**src/rtl/jericalla_issuer.sv**
```systemverilog
// jericalla_issuer: instruction issue unit for the Jericalla datapath.
// Holds a DEPTH x 17-bit program store and, after a start pulse, drives the
// datapath instruction bus one word at a time, each for HOLD_CYCLES cycles.
// Optional feature macro: JERICALLA_ISSUER_LOOP_EN -- when defined, the
// program wraps from the last word back to word 0 until stop is requested.
module jericalla_issuer #(
  parameter int DEPTH       = 16,
  parameter int AW          = 4,
  parameter int HOLD_CYCLES = 2
) (
  input  logic          clk,
  input  logic          rst_n,
  input  logic          load_en,
  input  logic [AW-1:0] load_addr,
  input  logic [16:0]   load_data,
  input  logic [AW:0]   prog_len,
  input  logic          start,
  input  logic          stop,
  output logic [16:0]   instruccion,
  output logic          issue_valid,
  output logic          first_cycle,
  output logic          busy,
  output logic          done,
  output logic [AW-1:0] pc
);

  typedef enum logic [1:0] {
    IDLE  = 2'd0,
    ISSUE = 2'd1,
    DONE  = 2'd2
  } state_t;

  // Terminal value of the per-word hold counter.
  localparam logic [7:0]  HOLD_LAST = 8'(HOLD_CYCLES - 1);
  localparam logic [AW:0] DEPTH_LEN = (AW+1)'(DEPTH);

  state_t        state_q, state_d;
  logic [AW-1:0] pc_q, pc_d;
  logic [AW:0]   len_q, len_d;
  logic [7:0]    cnt_q, cnt_d;
  logic          stop_pend_q, stop_pend_d;
  logic [16:0]   instr_q, instr_d;

  // Program store: plain registers, deliberately left out of reset so a
  // reset in the middle of a run does not lose the loaded program.
  logic [16:0]   mem_q [DEPTH];

  logic          start_ok;
  logic          last_word;
  logic          hold_done;
  logic          stop_seen;
  logic [AW-1:0] pc_inc;

  assign start_ok  = start && !load_en && (prog_len != '0) && (prog_len <= DEPTH_LEN);
  assign last_word = ({1'b0, pc_q} == (len_q - (AW+1)'(1)));
  assign hold_done = (cnt_q == HOLD_LAST);
  assign stop_seen = stop_pend_q || stop;
  assign pc_inc    = pc_q + AW'(1);

  // Program store write port; loads are locked out while a program is issuing.
  always_ff @(posedge clk) begin
    if (load_en && (state_q != ISSUE)) begin
      mem_q[load_addr] <= load_data;
    end
  end

  // State and datapath registers with asynchronous active-low reset.
  always_ff @(posedge clk or negedge rst_n) begin
    if (!rst_n) begin
      state_q     <= IDLE;
      pc_q        <= '0;
      len_q       <= '0;
      cnt_q       <= '0;
      stop_pend_q <= 1'b0;
      instr_q     <= '0;
    end else begin
      state_q     <= state_d;
      pc_q        <= pc_d;
      len_q       <= len_d;
      cnt_q       <= cnt_d;
      stop_pend_q <= stop_pend_d;
      instr_q     <= instr_d;
    end
  end

  // Next-state logic: start/restart, per-word hold counting, advance and stop.
  always_comb begin
    state_d     = state_q;
    pc_d        = pc_q;
    len_d       = len_q;
    cnt_d       = cnt_q;
    stop_pend_d = stop_pend_q;
    instr_d     = instr_q;

    case (state_q)
      IDLE: begin
        if (start_ok) begin
          state_d     = ISSUE;
          len_d       = prog_len;
          pc_d        = '0;
          cnt_d       = '0;
          stop_pend_d = 1'b0;
          instr_d     = mem_q[0];
        end
      end

      ISSUE: begin
        // Remember a stop request until the current word finishes its hold.
        stop_pend_d = stop_seen;
        if (hold_done) begin
          cnt_d = '0;
          if (stop_seen) begin
            state_d     = IDLE;
            stop_pend_d = 1'b0;
          end else if (last_word) begin
`ifdef JERICALLA_ISSUER_LOOP_EN
            pc_d    = '0;
            instr_d = mem_q[0];
`else
            state_d = DONE;
`endif
          end else begin
            pc_d    = pc_inc;
            instr_d = mem_q[pc_inc];
          end
        end else begin
          cnt_d = cnt_q + 8'd1;
        end
      end

      DONE: begin
        // stop takes priority over a simultaneous restart request.
        if (stop) begin
          state_d = IDLE;
        end else if (start_ok) begin
          state_d     = ISSUE;
          len_d       = prog_len;
          pc_d        = '0;
          cnt_d       = '0;
          stop_pend_d = 1'b0;
          instr_d     = mem_q[0];
        end
      end

      default: begin
        state_d = IDLE;
      end
    endcase
  end

  assign instruccion = instr_q;
  assign busy        = (state_q == ISSUE);
  assign done        = (state_q == DONE);
  assign issue_valid = busy;
  assign first_cycle = busy && (cnt_q == 8'd0);
  assign pc          = pc_q;

endmodule
```
**config.mk**
```make
export PLATFORM = sky130hd
export DESIGN_NAME = jericalla_issuer
export DESIGN_NICKNAME = d
export VERILOG_FILES = /design/src/rtl/jericalla_issuer.sv
export SDC_FILE = /design/constraint.sdc
export NUM_CORES = 1
export LEC_CHECK = 0
export BUFFER_PORTS_ARGS = -buffer_cell sky130_fd_sc_hd__buf_4
export CAP_MARGIN = 15
export CORE_MARGIN = 2
export CORE_UTILIZATION = 30
export CTS_CLUSTER_SIZE = 40
export DETAILED_ROUTE_END_ITERATION = 10
export HOLD_SLACK_MARGIN = 0.05
export PLACE_DENSITY = 0.43
export SYNTH_ARGS = -nofsm -noshare
export SYNTH_HDL_FRONTEND = slang
export SYNTH_SLANG_ARGS = --single-unit
```
**constraint.sdc**
```tcl
create_clock -name clk -period 3.61 [get_ports clk]
set_clock_uncertainty 0.05 [all_clocks]
set_input_delay 0.722 -clock clk [delete_from_list [all_inputs] [get_ports clk]]
set_output_delay 0.722 -clock clk [all_outputs]
set_load 0.05 [all_outputs]
```
==> summary.txt <==
Timing
  • Endpoints failing hold: 0
  • Slew headroom: 0.518
  • Min cycle time layout: 2.96 ns
  • RSZ-0062 raised after global routing: false
  • Slew at the pin closest to its max-slew limit: between 0.7 and 0.8 ns
  • Final period utilization: 0.821
  • Fmax: 337 MHz
  • Max-slew violations: 0
  • Post-Route Setup TNS: 0 ns
  • Setup violators final: 0

Logic synthesis
  • Mean Syn Cell Area: 18.4 sq um
  • Post-synthesis cell area: 12400 sq um
  • Post-synth EDFFs: between 200 and 300
  • Mapped Cells: roughly 670
  • Unique masters post-synth: 40
  • Register area share after synthesis: 0.732
  • Synth Net Count: 710
  • Synthesis warning total: 0
  • Ys async rst share: 0.120
  • #FFs+latches synth: 309
  • Top FF cell, synth: edfxtp_1

Clock tree
  • Setup Fix Bufs, Post-CTS: 0
  • Clock slew at reported path FFs: 0.06 ns
  • Cts hold-fix bufs: 0
  • Worst-Skew Late Latency: between 0.5 and 0.6 ns
  • CTS Root Cell: clkbuf_16
  • Clk sinks: between 300 and 400
  • H-tree depth: 2
  • Num CTS Buffers: 35
  • CTS tree: yes
  • Max clock buf depth: 3
  • Post_cts resized: 0

Die
  • Starting Density: 0.304
  • Die X: 208 um
  • I/O pins: 56
  • Die area: 43100 sq um
  • Die H: 208 um
  • FP Rows: 74
  • Core area: 40800 sq um

Critical path
  • Critical Path Start Type: flip-flop
  • Critical path type: reg2out
  • CP endpoint kind: output pin
  • Worst R2R Start: pc[0]
  • Crit. Startpoint: state_q[0]
  • Crit path DAT: around 2.2 ns
  • Critical-path maximum fanout: 13
  • Critical path required time: 2.84 ns

Cells and area
  • Commonest non-fill, non-tap cell in the layout: edfxtp_1
  • Ant diodes: 0
  • Fillers: 3815
  • Register area: 9100 sq um
  • Most frequent cells in the layout: edfxtp_1 (272), buf_4 (85), nand2_1 (81)
  • Ratio of cells with drive above 1 in the final layout: 0.319
  • Layout area overhead: 19.1%
  • Nets@finish: 801
  • Area of the multi-input gates: between 3000 and 4000 sq um

GRT
  • Largest net degree at the start of global routing: 58
  • Number of global-route vias before repair: roughly 7000
  • Remaining Overflow, GRT: 0
  • GRT Total Usage: 0.144
  • Global-route wire length before repair: 46200 um
  • Initial antenna violation count: 0

Place
  • HPWL Detailed: 18700 um
  • PortBufs: 55
  • GP Congestion: 0.719

Route
  • DRC viols: 0
  • Avg WL per Cell: between 20 and 25 um
  • Antenna Nets Post-Route: 0
  • Vias per cell: 4.86
  • Drt pass-1 iters: 4
  • Vias: 6431
  • Drt first-iter violations: 447
  • Routed wire length: 30500 um

Pwr
  • Peak VDD IR: 0.368 mV
  • Power Density: 763 nW/um^2
  • Tot Pwr: approximately 11 mW
  • P_leak: approximately 5 nW

Status
  • Status: complete, no violations

Run
  • Max cap viols: 0

Hold path
  • Worst Hold Class: in2async
stage by stage:
stage / setup WS, ns / cells / hold WS [ns] / utilization / area (sq um)
2_1_floorplan: 0.790 / 674 / 0.376 / - / 12400
3_3_place_gp: 0.938 / 1260 / 0.418 / 0.335 / 13700
3_5_place_dp: 0.899 / 1260 / 0.423 / 0.335 / 13700
4_1_cts: 0.554 / 1322 / 0.166 / 0.362 / 14800
5_1_grt: 0.454 / 1322 / 0.200 / 0.362 / 14800
6_report: 0.647 / 1322 / 0.158 / 0.362 / 14800
Yosys cell counts (2+ instances only):
cell type,count,area share
a211o_1,17,0.012
a21oi_1,39,0.016
a31oi_1,2,0.0010
and3_1,5,0.0025
buf_2,12,0.0048
buf_4,2,0.0012
buf_6,4,0.0036
clkbuf_1,15,0.0045
dfrtp_1,37,0.075
edfxtp_1,272,0.66
ha_1,5,0.0050
inv_1,8,0.0024
mux2_2,7,0.0063
mux2_4,16,0.019
mux2i_1,2,0.0016
mux4_2,68,0.12
nand2_1,81,0.024
nand2b_1,4,0.0020
nand3_1,3,0.0012
nand3b_1,2,0.0012
nand4_1,3,0.0015
nand4b_1,4,0.0028
nor2_1,22,0.0066
nor3_1,6,0.0024
nor4_1,3,0.0015
o21ai_0,13,0.0052
o31ai_1,2,0.0012
xnor2_1,6,0.0042
xor2_1,3,0.0021
worst max-delay path, stage by stage (launching register included):
cell      delay, ns
dfrtp_1        0.43
nand2b_1       0.47
clkinv_1       0.20
buf_4          0.21
and3_1         0.17
buf_4          0.19
where the power goes:
group | switching (mW) | internal [mW]
combinational | 2.04 | 1.51
sequential | 0.218 | 4.13
clock | 1.36 | 2.03
total | 3.61 | 7.67
routing by layer:
layer	wire [um]	part of all wire	vias to the layer above	track usage
li1	-	-	2860	-
met5	0	0	-	0
met3	1340	0.044	37	0.0239
met2	14900	0.49	134	0.241
met1	13700	0.45	3400	0.195
met4	506	0.017	0	0.0365
layout make-up:
| cell class | count | share of cell area |
|---|---|---|
| Sequential cell | 309 | 0.615 |
| Multi-Input combinational cell | 323 | 0.218 |
| Clock buffer | 46 | 0.0655 |
| Timing Repair Buffer | 87 | 0.0458 |
| Tap cell | 532 | 0.0450 |
| Clock inverter | 16 | 0.00888 |
| Inverter | 9 | 0.00228 |
sequential cells by signal, summed over array words and instances, names as in the netlist:
signal and flops:
pc 4, cnt_q 8, stop_pend_q 1, mem_q 272
instruccion 17, len_q 5, state_q 2
cell families (layout without fill, tap and decap cells):
family / after synthesis / in the layout / synth area share
buffers and inverters: 42 / 158 / 0.0169
AND/OR/NAND/NOR: 138 / 138 / 0.0504
flip-flops: 309 / 309 / 0.732
multiplexers: 93 / 93 / 0.151
adder cells (fa/ha/maj): 5 / 5 / 0.00503
AO/OA/AOI/OAI: 78 / 78 / 0.0389
XOR/XNOR: 9 / 9 / 0.00634
final timing paths:
path | depth (start not counted) | end | slack (ns)
max | 5 | first_cycle | 0.65
max in group asynchronous | 1 | pc[0] | 2.92
max reg2reg | 7 | instruccion[16] | 0.93
min in group clk | 2 | state_q[1] | 0.40
min | 1 | cnt_q[2] | 0.16
min reg2reg | 1 | cnt_q[7] | 0.44
Power figures use the tool's default switching activity.
